$ cat config.mk
export PLATFORM = sky130hd
export DESIGN_NAME = led_sequencer
export DESIGN_NICKNAME = d
export VERILOG_FILES = /design/src/rtl/led_sequencer.sv
export SDC_FILE = /design/constraint.sdc
export NUM_CORES = 1
export LEC_CHECK = 0
export CORE_MARGIN = 2
export CORE_UTILIZATION = 33
export DETAILED_ROUTE_END_ITERATION = 8
export SKIP_LAST_GASP = 1
export SLEW_MARGIN = 30
export SYNTH_ARGS = -nofsm -noshare
export SYNTH_HDL_FRONTEND = slang
export SYNTH_SLANG_ARGS = --single-unit
export TNS_END_PERCENT = 30
$ cat constraint.sdc
create_clock -name CLK120 -period 2.74 [get_ports CLK120]
set_input_delay 0.548 -clock CLK120 [delete_from_list [all_inputs] [get_ports CLK120]]
set_output_delay 0.548 -clock CLK120 [all_outputs]
set_load 0.005 [all_outputs]
$ cat src/rtl/led_sequencer.sv
// LED flash sequencer: issues LED_NOW strobes and a stepped pulse-width ramp to the LED controller.
// Optional build macro LED_SEQ_PPS_ALIGN_EN aligns the first flash of each width step to a PPS rising edge.
module led_sequencer #(
   parameter int PW_WIDTH     = 8,
   parameter int PERIOD_WIDTH = 24,
   parameter int COUNT_WIDTH  = 16,
   parameter int NOW_HOLD     = 4,
   parameter int MIN_PERIOD   = 512
) (
   input  logic                    CLK120,
   input  logic                    RESET,
   input  logic                    START,
   input  logic                    ABORT,
   input  logic [PW_WIDTH-1:0]     PW_START,
   input  logic [PW_WIDTH-1:0]     PW_STEP,
   input  logic [7:0]              NSTEPS,
   input  logic [COUNT_WIDTH-1:0]  NFLASH,
   input  logic [PERIOD_WIDTH-1:0] PERIOD,
   input  logic                    ONE_PPS_SYNC,
   output logic                    LED_NOW,
   output logic [PW_WIDTH-1:0]     PULSE_WIDTH,
   output logic                    BUSY,
   output logic                    DONE,
   output logic [COUNT_WIDTH-1:0]  FLASH_COUNT
);

   typedef enum logic [2:0] {IDLE, LOAD, ALIGN, FIRE, WAIT, NEXT} state_t;

   localparam int HW = $clog2(NOW_HOLD);
   localparam logic [HW-1:0]           HOLD_LAST = HW'(NOW_HOLD - 1);
   localparam logic [HW-1:0]           HOLD_ONE  = HW'(1);
   localparam logic [PERIOD_WIDTH-1:0] MIN_P     = PERIOD_WIDTH'(MIN_PERIOD);
   localparam logic [PERIOD_WIDTH-1:0] P_ONE     = PERIOD_WIDTH'(1);
   localparam logic [PERIOD_WIDTH-1:0] P_TWO     = PERIOD_WIDTH'(2);
   localparam logic [PERIOD_WIDTH-1:0] P_THREE   = PERIOD_WIDTH'(3);
   localparam logic [COUNT_WIDTH-1:0]  C_ONE     = COUNT_WIDTH'(1);
   localparam logic [PW_WIDTH-1:0]     PW_MAX    = {PW_WIDTH{1'b1}};

   state_t                  state, state_n;
   logic [PW_WIDTH-1:0]     pw_step_q;
   logic [7:0]              nsteps_q;
   logic [COUNT_WIDTH-1:0]  nflash_q;
   logic [PERIOD_WIDTH-1:0] period_q;
   logic [PERIOD_WIDTH-1:0] per_cnt;
   logic [HW-1:0]           hold_cnt;
   logic [COUNT_WIDTH-1:0]  flash_in_step;
   logic [7:0]              step_cnt;
   logic [PW_WIDTH:0]       pw_sum;
   logic                    zero_cfg, more_flash, more_steps, align_ok;
   logic [PERIOD_WIDTH-1:0] wait_exit;

`ifdef LED_SEQ_PPS_ALIGN_EN
   logic pps_q;
   always_ff @(posedge CLK120) begin
      if (RESET) pps_q <= 1'b0;
      else       pps_q <= ONE_PPS_SYNC;
   end
   assign align_ok = ONE_PPS_SYNC & ~pps_q;
`else
   logic unused_pps;
   assign unused_pps = ONE_PPS_SYNC;
   assign align_ok   = 1'b1;
`endif

   assign zero_cfg   = (NSTEPS == 8'd0) || (NFLASH == '0);
   assign more_flash = flash_in_step < nflash_q;
   assign more_steps = (step_cnt + 8'd1) < nsteps_q;
   assign pw_sum     = {1'b0, PULSE_WIDTH} + {1'b0, pw_step_q};
   // A step change spends an extra cycle in ALIGN, so leave WAIT one cycle early to keep rise-to-rise spacing.
   assign wait_exit  = (!more_flash && more_steps) ? P_THREE : P_TWO;
   assign LED_NOW    = (state == FIRE);

   always_comb begin
      state_n = state;
      case (state)
         IDLE:  if (START && !zero_cfg) state_n = LOAD;
         LOAD:  state_n = ALIGN;
         ALIGN: if (align_ok) state_n = FIRE;
         FIRE:  if (hold_cnt == HOLD_LAST) state_n = WAIT;
         WAIT:  if (per_cnt == wait_exit) state_n = NEXT;
         NEXT: begin
            if (more_flash)      state_n = FIRE;
            else if (more_steps) state_n = ALIGN;
            else                 state_n = IDLE;
         end
         default: state_n = IDLE;
      endcase
      if (ABORT) state_n = IDLE;
   end

   always_ff @(posedge CLK120) begin
      if (RESET) begin
         state         <= IDLE;
         PULSE_WIDTH   <= '0;
         BUSY          <= 1'b0;
         DONE          <= 1'b0;
         FLASH_COUNT   <= '0;
         pw_step_q     <= '0;
         nsteps_q      <= '0;
         nflash_q      <= '0;
         period_q      <= '0;
         per_cnt       <= '0;
         hold_cnt      <= '0;
         flash_in_step <= '0;
         step_cnt      <= '0;
      end else begin
         state <= state_n;
         DONE  <= 1'b0;
         if (ABORT) begin
            BUSY     <= 1'b0;
            hold_cnt <= '0;
         end else begin
            case (state)
               IDLE: begin
                  hold_cnt <= '0;
                  if (START && zero_cfg) begin
                     DONE        <= 1'b1;
                     FLASH_COUNT <= '0;
                  end
               end
               LOAD: begin
                  pw_step_q     <= PW_STEP;
                  nsteps_q      <= NSTEPS;
                  nflash_q      <= NFLASH;
                  period_q      <= (PERIOD < MIN_P) ? MIN_P : PERIOD;
                  PULSE_WIDTH   <= PW_START;
                  FLASH_COUNT   <= '0;
                  BUSY          <= 1'b1;
                  flash_in_step <= '0;
                  step_cnt      <= '0;
               end
               FIRE: begin
                  // per_cnt holds the cycles left until the next LED_NOW rise.
                  if (hold_cnt == '0) begin
                     per_cnt       <= period_q - P_ONE;
                     FLASH_COUNT   <= FLASH_COUNT + C_ONE;
                     flash_in_step <= flash_in_step + C_ONE;
                  end else begin
                     per_cnt <= per_cnt - P_ONE;
                  end
                  hold_cnt <= (hold_cnt == HOLD_LAST) ? '0 : hold_cnt + HOLD_ONE;
               end
               WAIT: per_cnt <= per_cnt - P_ONE;
               NEXT: begin
                  per_cnt <= per_cnt - P_ONE;
                  if (!more_flash) begin
                     if (more_steps) begin
                        step_cnt      <= step_cnt + 8'd1;
                        flash_in_step <= '0;
                        PULSE_WIDTH   <= pw_sum[PW_WIDTH] ? PW_MAX : pw_sum[PW_WIDTH-1:0];
                     end else begin
                        BUSY <= 1'b0;
                        DONE <= 1'b1;
                     end
                  end
               end
               default: ;
            endcase
         end
      end
   end

endmodule
### Word-level counts from Yosys, hierarchy flattened

Cells that the tools add are included.

| word-level totals | value |
|---|---|
| register bits after elaboration | 135 |
| output and inout port bits | 27 |
| logic and storage cells | 96 |

| operators by class | value |
|---|---|
| add/sub/neg operators | 7 |
| magnitude comparators | 3 |
| equal/unequal tests | 15 |
| muxes and demuxes | 33 |
| bitwise gates (word level) | 1 |
| reductions and logical operators | 24 |

Operator list:

| kind | count |
|---|---|
| $pmux W16 S3 | 2 |
| $mux W16 | 5 |
| $mux W24 | 2 |
| $pmux W24 S2 | 1 |
| $sub A24 B1 Y24 const B | 2 |
| $mux W8 | 5 |
| $add A16 B1 Y16 const B | 2 |
| $pmux W8 S2 | 2 |
| $eq A24 B2 Y1 | 1 |
| $lt A24 B10 Y1 const B | 1 |
| $pmux W3 S6 | 1 |
| $logic_not A16 Y1 | 1 |
| $lt A16 B16 Y1 | 1 |
| $ne A2 B2 Y1 const B | 6 |
| $add A8 B8 Y9 | 1 |
| $mux W3 | 3 |
| $add A8 B1 Y8 const B | 1 |
| $logic_not A8 Y1 | 1 |
| $lt A8 B8 Y1 | 1 |
| $reduce_and A4 Y1 | 2 |
| $eq A3 B2 Y1 const B | 2 |
| $eq A3 B3 Y1 const B | 2 |
| $mux W1 | 6 |
| $mux W2 | 3 |
| other kinds (18) | 29 |

### Depth between registers and ports, before layout

| depth | value |
|---|---|
| depth in word-level cells | 7 |
| mapped depth | 13 |

### Worst setup path before layout

OpenSTA, ideal clock, no wires.

| timing | value |
|---|---|
| kind | register -> register |
| start point | register step_cnt[0] |
| end point | register flash_in_step[3] |
| setup time | 0.059 ns |
| data arrival time | 2.872 ns |
| required time | 2.681 ns |
| path slack | -0.191 ns |
| stages on the path, launching flop included | 14 |
| buffers on the path | 1 |
| clock period less this slack | 2.931 ns |
| path through | dfxtp_1 ha_1 nand3_1 nor2_1 xor2_1 ha_1 and4_1 o21ai_0 o211ai_1 a21oi_1 clkbuf_1 nor2_1 or4_1 nand2_1 |

| on the way | value |
|---|---|
| cells in the longest elaborated chain, start to end | 4 |

Ends and longest elaborated chain:

| what | line | source |
|---|---|---|
| start, declared | 47 | `logic [7:0] step_cnt;` |
| start signal, assigned | 148 | `step_cnt <= step_cnt + 8'd1;` |
| $add A8 B1 Y8 | 67 | `assign more_steps = (step_cnt + 8'd1) < nsteps_q;` |
| $lt A8 B8 Y1 | 67 |  |
| $ne A2 B2 Y1 (no line) | - |  |
| $reduce_and A5 Y1 (no line) | - |  |
| end signal, assigned | 137 | `flash_in_step <= flash_in_step + C_ONE;` |
| end, declared | 46 | `logic [COUNT_WIDTH-1:0] flash_in_step;` |

No other way between the ends.
A chain may end at the register's enable or synchronous reset.

### Worst setup path in the final report

| timing | value |
|---|---|
| start point | register step_cnt[1] |
| end point | register flash_in_step[3] |

Same word-level chain as after synthesis.

==> flow_summary_export.csv <==
group,metric,value,unit
place,place_area,0.00894,mm^2
critical_path,critPathTopFamily,"simple AND/OR/NAND/NOR gates",
layout,fin_cells,1380,
power_and_ir_drop,peakVddDrop,0.322,mV
min_path,hp-start,"nflash_q[13]",
clocking,cts_root_buffer,"clkbuf_16",
place,hpwl,14.3,mm
place,port_buffers,94,
drt,drc,0,
min_path,min_to,"nflash_q[13]",
logic_synthesis,yosysSeqAreaShare,0.366,
critical_path,r2r_cells,12,
critical_path,worstPathCellList,"and3_4, and3_4, nand3_4, xnor2_4, ha_4, and4_1, o21ai_2, o211ai_1, a21oi_2, or3_1, or4_1, nand2_1",
floorplanning,start_util,0.338,
power_and_ir_drop,finalPower,4.80,mW
drt,wl_met3,857,um
logic_synthesis,yosysWarnings,0,
timing,fin_ws,-0.0750,ns
logic_synthesis,async_flop_share,0,
min_path,min_path_cells,2,
floorplanning,ios,96,
run,cap_violations,0,
drt,wire_per_inst,14.5,um
grt,antenna_found_initial,0,
logic_synthesis,yosys.area_share.xor_xnor,0.0628,
outcome,violations,"setup timing",
clocking,clk_pin_slew,0.06,ns
timing,setup_violations,4,
drt,vias,7198,
drt,wl_met1,9.74,mm
critical_path,path_common_cell,"and3_4",
floorplanning,die_area,0.0236,mm^2
timing,fmax,355,MHz
place,dpl_worst_slack,-0.329,ns
critical_path,path_depth,12,
logic_synthesis,synth_top_family_by_area,"simple AND/OR/NAND/NOR gates",
layout,nets,1194,
timing,rsz0062_at_grt,"true",
drt,drt_iter0_markers,426,
layout,final_common_cell,"nand2_1",
floorplanning,fp-row-count,54,
timing,hold_viol,0,
critical_path,cp.arrival,3.18,ns
clocking,clk_latency,0.42,ns
power_and_ir_drop,leakage,3.62,nW
logic_synthesis,synth-simple-area-share,0.256,
clocking,numClockSinks,135,
drt,ant_nets,0,
logic_synthesis,syn_avg_cell_area,7.64,um^2
floorplanning,core,0.0219,mm^2
layout,utilization,0.441,
grt,grt_overflow,0,
logic_synthesis,synth_enable_flop_cells,0,
logic_synthesis,synth_adder_area_share,0.0653,
logic_synthesis,synth_compound_area_frac,0.200,
layout,stdcell_area,0.00966,mm^2
critical_path,ff2ff_setup_slack,-0.08,ns
timing,slew_headroom,0.594,
drt,first_pass_iters,5,
timing,finalCritPeriodShare,1.03,
timing,tightestPinTransition,0.609,ns
floorplanning,die_h,154,um
timing,finClkSkew,0.00820,ns
logic_synthesis,ys_seq_elements,135,
grt,track_usage,0.171,
clocking,cts_tree,"yes",
critical_path,crit_buf_inv,0,
critical_path,cp_max_fo,4,
place,placedCellCount,1343,
clocking,holdBufCountCts,0,
clocking,cts_max_path_buffers,2,
layout,drive_above_1_share,0.115,
logic_synthesis,synth_cell_type_count,56,
critical_path,max_stage_delay,0.47,ns
floorplanning,die_w,154,um
logic_synthesis,muxShareOfSynthArea,0.00423,
critical_path,cp_data_required_time,3.10,ns
logic_synthesis,syn_nets,1075,
clocking,cts_buffers,17,
layout,most-common-layout-cells,"141 x nand2_1, 132 x dfxtp_1, 100 x nor2_1",
grt,grt_pass1_wl,33.5,mm
drt,finalWirelength,20.0,mm
power_and_ir_drop,power_density,497,mW/mm^2
drt,via_per_inst,5.22,
critical_path,startpoint_type,"flip-flop",
outcome,status,"complete, but fails checks",
timing,min_period,2.82,ns
layout,syn_to_final_growth,30.6,%
critical_path,r2r_start,"step_cnt[1]",
drt,wl_met2,9.19,mm
critical_path,crit_type,"flip-flop to flip-flop",
logic_synthesis,synth_area,0.00739,mm^2
timing,fin_tns_setup,-0.102,ns
critical_path,endpoint_kind,"flip-flop",
clocking,htree_levels,4,
min_path,hp-class,"flip-flop to flip-flop",
logic_synthesis,ys.flop_type,"dfxtp_1",
grt,grt_max_degree,54,
logic_synthesis,syn_inst,968,
layout,diodes,0,
drt,dr.max_layer_used,"met4",
place,gp_congestion,0.825,
timing,maxSlewViolCount,0,
critical_path,timing.rr.end,"flash_in_step[3]",
timing,holdWs,0.454,ns
grt,grt_pass1_vias,6867,
critical_path,cp_slowest_cell,"or4_1",
## registers in the layout (all words and copies together), names as in the netlist
register	cells
state	3
per_cnt	24
PULSE_WIDTH	8
nsteps_q	8
BUSY	1
step_cnt	8
nflash_q	16
period_q	24
flash_in_step	16
DONE	1
pw_step_q	8
hold_cnt	2
FLASH_COUNT	16
## final cells by class
class                           count  area, um^2
Fill cell                        2191       12200
Multi-Input combinational cell    741        4460
Sequential cell                   135        2710
Timing Repair Buffer              150        1400
Clock buffer                       21         460
Tap cell                          280         350
Inverter                           42         158
Clock inverter                     11         125
## metal layers
layer  vias up  GRT usage
li1       3659          -
met1      3376      0.225
met2       145      0.281
met3        18     0.0375
met4         0     0.0489
met5         -          0
## logic make-up (layout without fill, tap and decap cells)
logic type	Yosys count	count (layout)
fa+ha+maj	38	38
simple gates	400	400
buf+inv	92	224
compound gates	247	247
xor+xnor	53	53
flops	135	135
mux	3	3
## cell usage after synthesis, types with 7 or more instances
master | n | share of area
a211oi_1 | 9 | 0.0091
a21oi_1 | 103 | 0.070
a22oi_1 | 17 | 0.017
a31oi_1 | 8 | 0.0068
and3_1 | 11 | 0.0093
clkbuf_1 | 47 | 0.024
dfxtp_1 | 135 | 0.37
ha_1 | 37 | 0.063
inv_1 | 42 | 0.021
nand2_1 | 142 | 0.072
nand3_1 | 32 | 0.022
nand3b_1 | 7 | 0.0071
nand4_1 | 12 | 0.010
nor2_1 | 101 | 0.051
nor3_1 | 25 | 0.017
nor4_1 | 18 | 0.015
o211ai_1 | 11 | 0.011
o21a_1 | 7 | 0.0071
o21ai_0 | 51 | 0.035
o22ai_1 | 9 | 0.0076
or3_1 | 14 | 0.012
xnor2_1 | 14 | 0.017
xor2_1 | 39 | 0.046
## where the power goes
| group | internal, mW | switching [mW] |
|---|---|---|
| combinational | 0.249 | 0.260 |
| sequential | 1.99 | 0.0220 |
| clock | 1.39 | 0.892 |
| total | 3.62 | 1.17 |
## how the worst max path moves through the flow
stage | from | end | slack, ns
6_report | step_cnt[1] | flash_in_step[3] | -0.08
5_1_grt | step_cnt[0] | flash_in_step[3] | -0.22
4_1_cts | step_cnt[1] | flash_in_step[3] | -0.13
3_5_place_dp | step_cnt[1] | flash_in_step[7] | -0.33
3_3_place_gp | step_cnt[1] | flash_in_step[15] | -0.23
2_1_floorplan | step_cnt[2] | flash_in_step[3] | -0.04
## tightest hold or removal path: stages, from the launching register on
cell and delay (ns):
dfxtp_1 0.31, nand2_1 0.05, a21oi_1 0.05
## timing repair
action	CTS	global route
pin swaps	4	14
setup endpoints to repair	18	33
buffers inserted	3	2
resized for setup	7	14
Power figures use the tool's default switching activity.
